## config.mk

```make
export PLATFORM = sky130hd
export DESIGN_NAME = sblock_cfg_loader
export DESIGN_NICKNAME = d
export VERILOG_FILES = /design/src/rtl/sblock_cfg_loader.sv
export SDC_FILE = /design/constraint.sdc
export NUM_CORES = 1
export LEC_CHECK = 0
export ABC_AREA = 1
export ABC_CLOCK_PERIOD_IN_PS = 3300
export BUFFER_PORTS_ARGS = -buffer_cell sky130_fd_sc_hd__buf_2
export CORE_MARGIN = 4
export CORE_UTILIZATION = 45
export DETAILED_ROUTE_END_ITERATION = 10
export PLACE_DENSITY_LB_ADDON = 0.05
export SLEW_MARGIN = 20
export SYNTH_ARGS = -nofsm -noshare
export SYNTH_HDL_FRONTEND = slang
export SYNTH_SLANG_ARGS = --single-unit
```

## constraint.sdc

```tcl
create_clock -name clk -period 3.3 [get_ports clk]
set_input_delay 0.165 -clock clk [delete_from_list [all_inputs] [get_ports clk]]
set_output_delay 0.165 -clock clk [all_outputs]
set_load 0.1 [all_outputs]
```

## src/rtl/sblock_cfg_loader.sv

```systemverilog
`default_nettype none
// ============================================================================
// Module  : sblock_cfg_loader
// Purpose : Serial-to-parallel config writer for a chain of Sblock switch
//           boxes; optional per-word even parity when CFG_PARITY_EN is defined.
// Rev     : 1.0
// ============================================================================
module sblock_cfg_loader #(
   parameter int NUM_BLOCKS = 4,
   parameter int WR_PULSE   = 2,
   parameter int WORD_W     = 18
) (
   input  logic                  clk,
   input  logic                  rst,
   input  logic                  start,
   input  logic                  cfg_valid,
   input  logic                  cfg_data,
   output logic                  cfg_ready,
   output logic [WORD_W-1:0]     cfg_bits,
   output logic [NUM_BLOCKS-1:0] wr_en,
   output logic                  busy,
   output logic                  done,
   output logic                  err
);
   localparam int IDX_W = (NUM_BLOCKS > 1) ? $clog2(NUM_BLOCKS) : 1;
   localparam int CNT_W = $clog2(WORD_W + 2);
   localparam int PUL_W = (WR_PULSE > 1) ? $clog2(WR_PULSE) : 1;
`ifdef CFG_PARITY_EN
   localparam int BITS_PER_WORD = WORD_W + 1;
`else
   localparam int BITS_PER_WORD = WORD_W;
`endif
   localparam logic [CNT_W-1:0] c_last_bit   = CNT_W'(BITS_PER_WORD - 1);
   localparam logic [IDX_W-1:0] c_last_idx   = IDX_W'(NUM_BLOCKS - 1);
   localparam logic [PUL_W-1:0] c_last_pulse = PUL_W'(WR_PULSE - 1);

   typedef enum logic [2:0] {
      IDLE   = 3'd0,
      SHIFT  = 3'd1,
      SETUP  = 3'd2,
      STROBE = 3'd3,
      HOLD   = 3'd4,
      DONE   = 3'd5
   } state_t;

   state_t                  state_q,     state_d;
   logic [WORD_W-1:0]       shreg_q,     shreg_d;
   logic [WORD_W-1:0]       cfg_bits_q,  cfg_bits_d;
   logic [NUM_BLOCKS-1:0]   wr_en_q,     wr_en_d;
   logic [IDX_W-1:0]        idx_q,       idx_d;
   logic [CNT_W-1:0]        bit_cnt_q,   bit_cnt_d;
   logic [PUL_W-1:0]        pulse_cnt_q, pulse_cnt_d;
   logic                    cfg_ready_q, cfg_ready_d;
   logic                    busy_q,      busy_d;
   logic                    done_q,      done_d;
   logic                    xfer;
   logic                    skip_strobe;
   logic                    is_par_bit;
`ifdef CFG_PARITY_EN
   logic                    par_acc_q,   par_acc_d;
   logic                    skip_q,      skip_d;
   logic                    err_q,       err_d;

   assign is_par_bit  = (bit_cnt_q == c_last_bit);
   assign skip_strobe = skip_q;
   assign err         = err_q;
`else
   assign is_par_bit  = 1'b0;
   assign skip_strobe = 1'b0;
   assign err         = 1'b0;
`endif

   assign xfer = cfg_valid && cfg_ready_q;

   always_comb begin
      state_d     = state_q;
      shreg_d     = shreg_q;
      cfg_bits_d  = cfg_bits_q;
      idx_d       = idx_q;
      bit_cnt_d   = bit_cnt_q;
      pulse_cnt_d = pulse_cnt_q;
      wr_en_d     = '0;
`ifdef CFG_PARITY_EN
      par_acc_d   = par_acc_q;
      skip_d      = skip_q;
      err_d       = err_q;
`endif
      case (state_q)
         IDLE: begin
            if (start) begin
               state_d   = SHIFT;
               idx_d     = '0;
               bit_cnt_d = '0;
`ifdef CFG_PARITY_EN
               err_d     = 1'b0;
`endif
            end
         end
         SHIFT: begin
            if (xfer) begin
               if (!is_par_bit) begin
                  shreg_d = {shreg_q[WORD_W-2:0], cfg_data};
               end
`ifdef CFG_PARITY_EN
               par_acc_d = ((bit_cnt_q == '0) ? 1'b0 : par_acc_q) ^ cfg_data;
`endif
               if (bit_cnt_q == c_last_bit) begin
                  state_d   = SETUP;
                  bit_cnt_d = '0;
               end else begin
                  bit_cnt_d = bit_cnt_q + 1'b1;
               end
            end
         end
         SETUP: begin
            cfg_bits_d  = shreg_q;
            pulse_cnt_d = '0;
            state_d     = STROBE;
`ifdef CFG_PARITY_EN
            // par_acc holds XOR of word and parity bit: nonzero means corrupt
            skip_d = par_acc_q;
            err_d  = err_q | par_acc_q;
`endif
         end
         STROBE: begin
            // wr_en is registered from this state, so it lags the state by one
            // cycle; that lag provides the one-cycle setup margin after SETUP.
            if (!skip_strobe) begin
               wr_en_d = NUM_BLOCKS'(1) << idx_q;
            end
            if (pulse_cnt_q == c_last_pulse) begin
               state_d = HOLD;
            end else begin
               pulse_cnt_d = pulse_cnt_q + 1'b1;
            end
         end
         HOLD: begin
            if (idx_q == c_last_idx) begin
               state_d = DONE;
            end else begin
               idx_d   = idx_q + 1'b1;
               state_d = SHIFT;
            end
         end
         DONE: begin
            state_d = IDLE;
         end
         default: begin
            state_d = IDLE;
         end
      endcase

      cfg_ready_d = (state_d == SHIFT);
      busy_d      = (state_d != IDLE);
      done_d      = (state_d == DONE);
   end

   always_ff @(posedge clk) begin
      if (rst) begin
         state_q     <= IDLE;
         shreg_q     <= '0;
         cfg_bits_q  <= '0;
         wr_en_q     <= '0;
         idx_q       <= '0;
         bit_cnt_q   <= '0;
         pulse_cnt_q <= '0;
         cfg_ready_q <= 1'b0;
         busy_q      <= 1'b0;
         done_q      <= 1'b0;
`ifdef CFG_PARITY_EN
         par_acc_q   <= 1'b0;
         skip_q      <= 1'b0;
         err_q       <= 1'b0;
`endif
      end else begin
         state_q     <= state_d;
         shreg_q     <= shreg_d;
         cfg_bits_q  <= cfg_bits_d;
         wr_en_q     <= wr_en_d;
         idx_q       <= idx_d;
         bit_cnt_q   <= bit_cnt_d;
         pulse_cnt_q <= pulse_cnt_d;
         cfg_ready_q <= cfg_ready_d;
         busy_q      <= busy_d;
         done_q      <= done_d;
`ifdef CFG_PARITY_EN
         par_acc_q   <= par_acc_d;
         skip_q      <= skip_d;
         err_q       <= err_d;
`endif
      end
   end

   assign cfg_ready = cfg_ready_q;
   assign cfg_bits  = cfg_bits_q;
   assign wr_en     = wr_en_q;
   assign busy      = busy_q;
   assign done      = done_q;

endmodule
`default_nettype wire

```

==> impl_table.tex <==
\begin{tabular}{lr}
\hline
Metric & Value \\
\hline
\multicolumn{2}{l}{\textbf{Timing}} \\
Worst Clk Skew & about 0.0057 ns \\
Number of endpoints failing setup at the final stage & 0 \\
Final worst path period share & 50.1\% \\
Tightest Pin Transition & between 0.7 and 0.8 ns \\
Final period demand of the worst path & about 1.7 ns \\
Slew Viols, Final & 0 \\
Upper clock frequency limit & just over 600 MHz \\
Hold violation total from the final report & 0 \\
Setup tns final & 0 ns \\
RSZ-0062 raised after global routing & false \\
Rel. slew slack & between 40\% and 50\% \\
\multicolumn{2}{l}{\textbf{Placed design}} \\
Total placed cells including tap cells & 350 \\
Final weighted congestion in routability-driven placement & slightly below 0.8 \\
HPWL Detailed & between 2000 and 3000 um \\
Count of buffers inserted at the top-level ports & 29 \\
\multicolumn{2}{l}{\textbf{Detailed routing}} \\
Number of vias in the routed layout & around 1700 \\
Vias per Instance & between 4 and 5 \\
Final WL & about 4000 um \\
Per-cell routed wire length & around 11 um \\
ANT nets after route & 0 \\
Iter 0 DRT Violations & between 80 and 90 \\
Number of optimization iterations in the first detailed-route pass & 4 \\
Number of DRC violations after detailed routing & 0 \\
\multicolumn{2}{l}{\textbf{Worst setup path}} \\
Highest fanout seen on the critical path & 20 \\
Type of the setup path with the least slack & reg -> reg \\
Critical path arrival & 1.85 ns \\
Depth of the worst register-to-register path & 6 \\
Dominant cell type by count on the critical path & nor2\_1 \\
Kind of end point of the critical path & flop \\
Maximum cell stage delay along the critical path & 0.61 ns \\
Worst reg-to-reg setup slack & around 1.6 ns \\
Data required time of the worst path & 3.50 ns \\
Critical path's slowest cell & nor2\_2 \\
Sort of element at the start of the critical path & flop \\
Critical Path, Cell by Cell & inv\_2 > nand2\_2 > nor2\_2 > inv\_4 > nor2\_1 > nor2\_1 \\
\multicolumn{2}{l}{\textbf{Clock network}} \\
Skew-Pair Late Insertion Delay & approximately 0.30 ns \\
Number of buffers created by CTS & 5 \\
H-tree lvl count & 2 \\
Buffers inserted by post-CTS timing repair & 0 \\
CTS tree & yes \\
Post-CTS clock slew at the launch and capture registers of the worst setup and hold paths & about 0.09 ns \\
Maximum root-to-sink buffer count & 2 \\
Cts-stage hold buffer count & 0 \\
Number of gates resized after cts & 0 \\
Clock net sink count & 54 \\
Clock Tree Root & clkbuf\_8 \\
\multicolumn{2}{l}{\textbf{Logic synthesis}} \\
Post-synthesis instance area & 2110 um2 \\
Cell count after synthesis & about 280 \\
Synthesis warning total & 0 \\
Count of different cell masters after synthesis & 24 \\
FF+latch count, synth & between 50 and 60 \\
Average footprint of a synthesized cell & 7.57 um2 \\
Total nets after synthesis & 287 \\
Sequential fraction of the synthesis area & roughly half \\
\multicolumn{2}{l}{\textbf{Hold path}} \\
Worst hold-check path type & in -> reg \\
Hold Path Cell Cnt & 3 \\
\multicolumn{2}{l}{\textbf{Finish}} \\
Post-layout nets & between 300 and 400 \\
Area growth from synthesis to final layout & 11.1\% \\
Fraction of final layout cells sized beyond drive strength 1 & 16.0\% \\
Final standard cell utilization of the core & between 50\% and 60\% \\
Number of antenna diodes & 0 \\
Post-route non-filler standard cell count & approximately 360 \\
\multicolumn{2}{l}{\textbf{Run}} \\
Max-capacitance violation count & 0 \\
\multicolumn{2}{l}{\textbf{GRT}} \\
Antenna violations before repair & 0 \\
Maximum number of pins on one net before global-route repair & 27 \\
Vias in the first global route & 1547 \\
Wire length of the first global-routing pass & between 6000 and 7000 um \\
GR Overflow Total & 0 \\
Overall global routing resource usage & between 10\% and 20\% \\
\multicolumn{2}{l}{\textbf{Pwr}} \\
Power per cell area & between 400 and 500 nW/um2 \\
Max rail drop VDD & roughly 270 uV \\
Leak pwr & roughly 0.0011 uW \\
\multicolumn{2}{l}{\textbf{Floorplan}} \\
Initial Utilization & 47.5\% \\
Std-Cell Core Area & around 4400 um2 \\
Number of placement rows & 24 \\
Floorplan die area & a little under 6000 um2 \\
I/O pin count & 31 \\
Die width & 76.5 um \\
Die Span Y & 76.5 um \\
\multicolumn{2}{l}{\textbf{Outcome}} \\
Status & finished, final reports clean \\
\hline
\end{tabular}
==> logic make-up after synthesis <==
family	after synthesis	synth area share, %
buffers and inverters	32	7.59
AO/OA/AOI/OAI	46	11.0
other	1	0.178
flip-flops	54	51.2
AND/OR/NAND/NOR	143	28.2
adder cells (fa/ha/maj)	3	1.78
==> worst max-delay path, delay by kind of cell (launching register included) <==
kind,cells,cell delay (ns)
buffers and inverters,2,0.30
flip-flops,1,0.35
AND/OR/NAND/NOR,4,0.91
==> flip-flops by register name (all words and copies together), names as in the netlist <==
register / count
bit_cnt_q: 5
idx_q: 2
cfg_bits: 18
cfg_ready: 1
state_q: 3
shreg_q: 18
wr_en: 4
busy: 1
pulse_cnt_q: 1
done: 1
==> cells in the final DEF (no fill, tap or decap), drive strengths merged, types with 2 or more instances in the layout <==
master and n:
inv 21, nand2 66, nand3 10, nor2 63, nand4 2, clkbuf 6, o21ai 23, ha 3
dfxtp 54, a21oi 22, buf 30
==> synth_stat cells <==
master	number	area (um2)
a211oi_1	1	7.51
o21ai_1	1	5.00
nand3_1	9	45.0
inv_1	18	67.6
nor2_1	60	225
nand2_1	62	233
nor2_8	1	20.0
dfxtp_1	54	1080
nand4_1	2	12.5
o21ai_0	22	110
buf_4	2	15.0
nor3_1	1	5.00
nand3_2	1	10.0
conb_1	1	3.75
buf_6	4	45.0
inv_2	2	7.51
nand2_2	4	25.0
nand3b_1	1	7.51
a21oi_1	22	110
buf_1	1	3.75
ha_1	3	37.5
clkbuf_1	4	15.0
inv_4	1	6.26
nor2_2	2	12.5
==> power by group <==
| group | internal [uW] | leakage (uW) | total [uW] | switching [uW] |
|---|---|---|---|---|
| sequential | 658 | 0.000436 | 666 | 7.90 |
| clock | 169 | 0.0000472 | 372 | 203 |
| combinational | 16.9 | 0.000640 | 74.0 | 57.2 |
==> stage by stage <==
step	power, uW	worst slack, ns	hold WS, ns	instance area (um2)
after floorplan	742	1.39	0.234	2110
after CTS	1140	1.64	0.0857	2340
after global routing	1170	1.43	0.0825	2340
after global placement	756	1.67	0.422	2250
after detailed placement	756	1.65	0.423	2250
final	1110	1.65	0.0983	2340
==> worst paths after layout <==
path	from	end
max	state_q[2]	cfg_bits[17]
min	cfg_data	shreg_q[0]
max reg2reg	state_q[2]	cfg_bits[17]
min reg2reg	shreg_q[8]	shreg_q[9]
==> routing by layer <==
metal  up-vias  global-route usage (%)  routed length (um)  part of all wire [%]
met3         6                    4.61                 191                   4.8
li1        930                       -                   -                     -
met5         -                       0                   0                     0
met1       733                    19.1                2080                    52
met2        30                    22.1                1670                    42
met4         0                    4.89                  60                   1.5
==> final cells by class <==
cell class	count	area [um2]
Tap cell	52	65.1
Sequential cell	54	1080
Clock inverter	2	12.5
Timing Repair Buffer	30	153
Multi-Input combinational cell	193	870
Inverter	21	81.3
Clock buffer	6	82.6
Fill cell	449	2100
(Power assumes the default switching activity.)
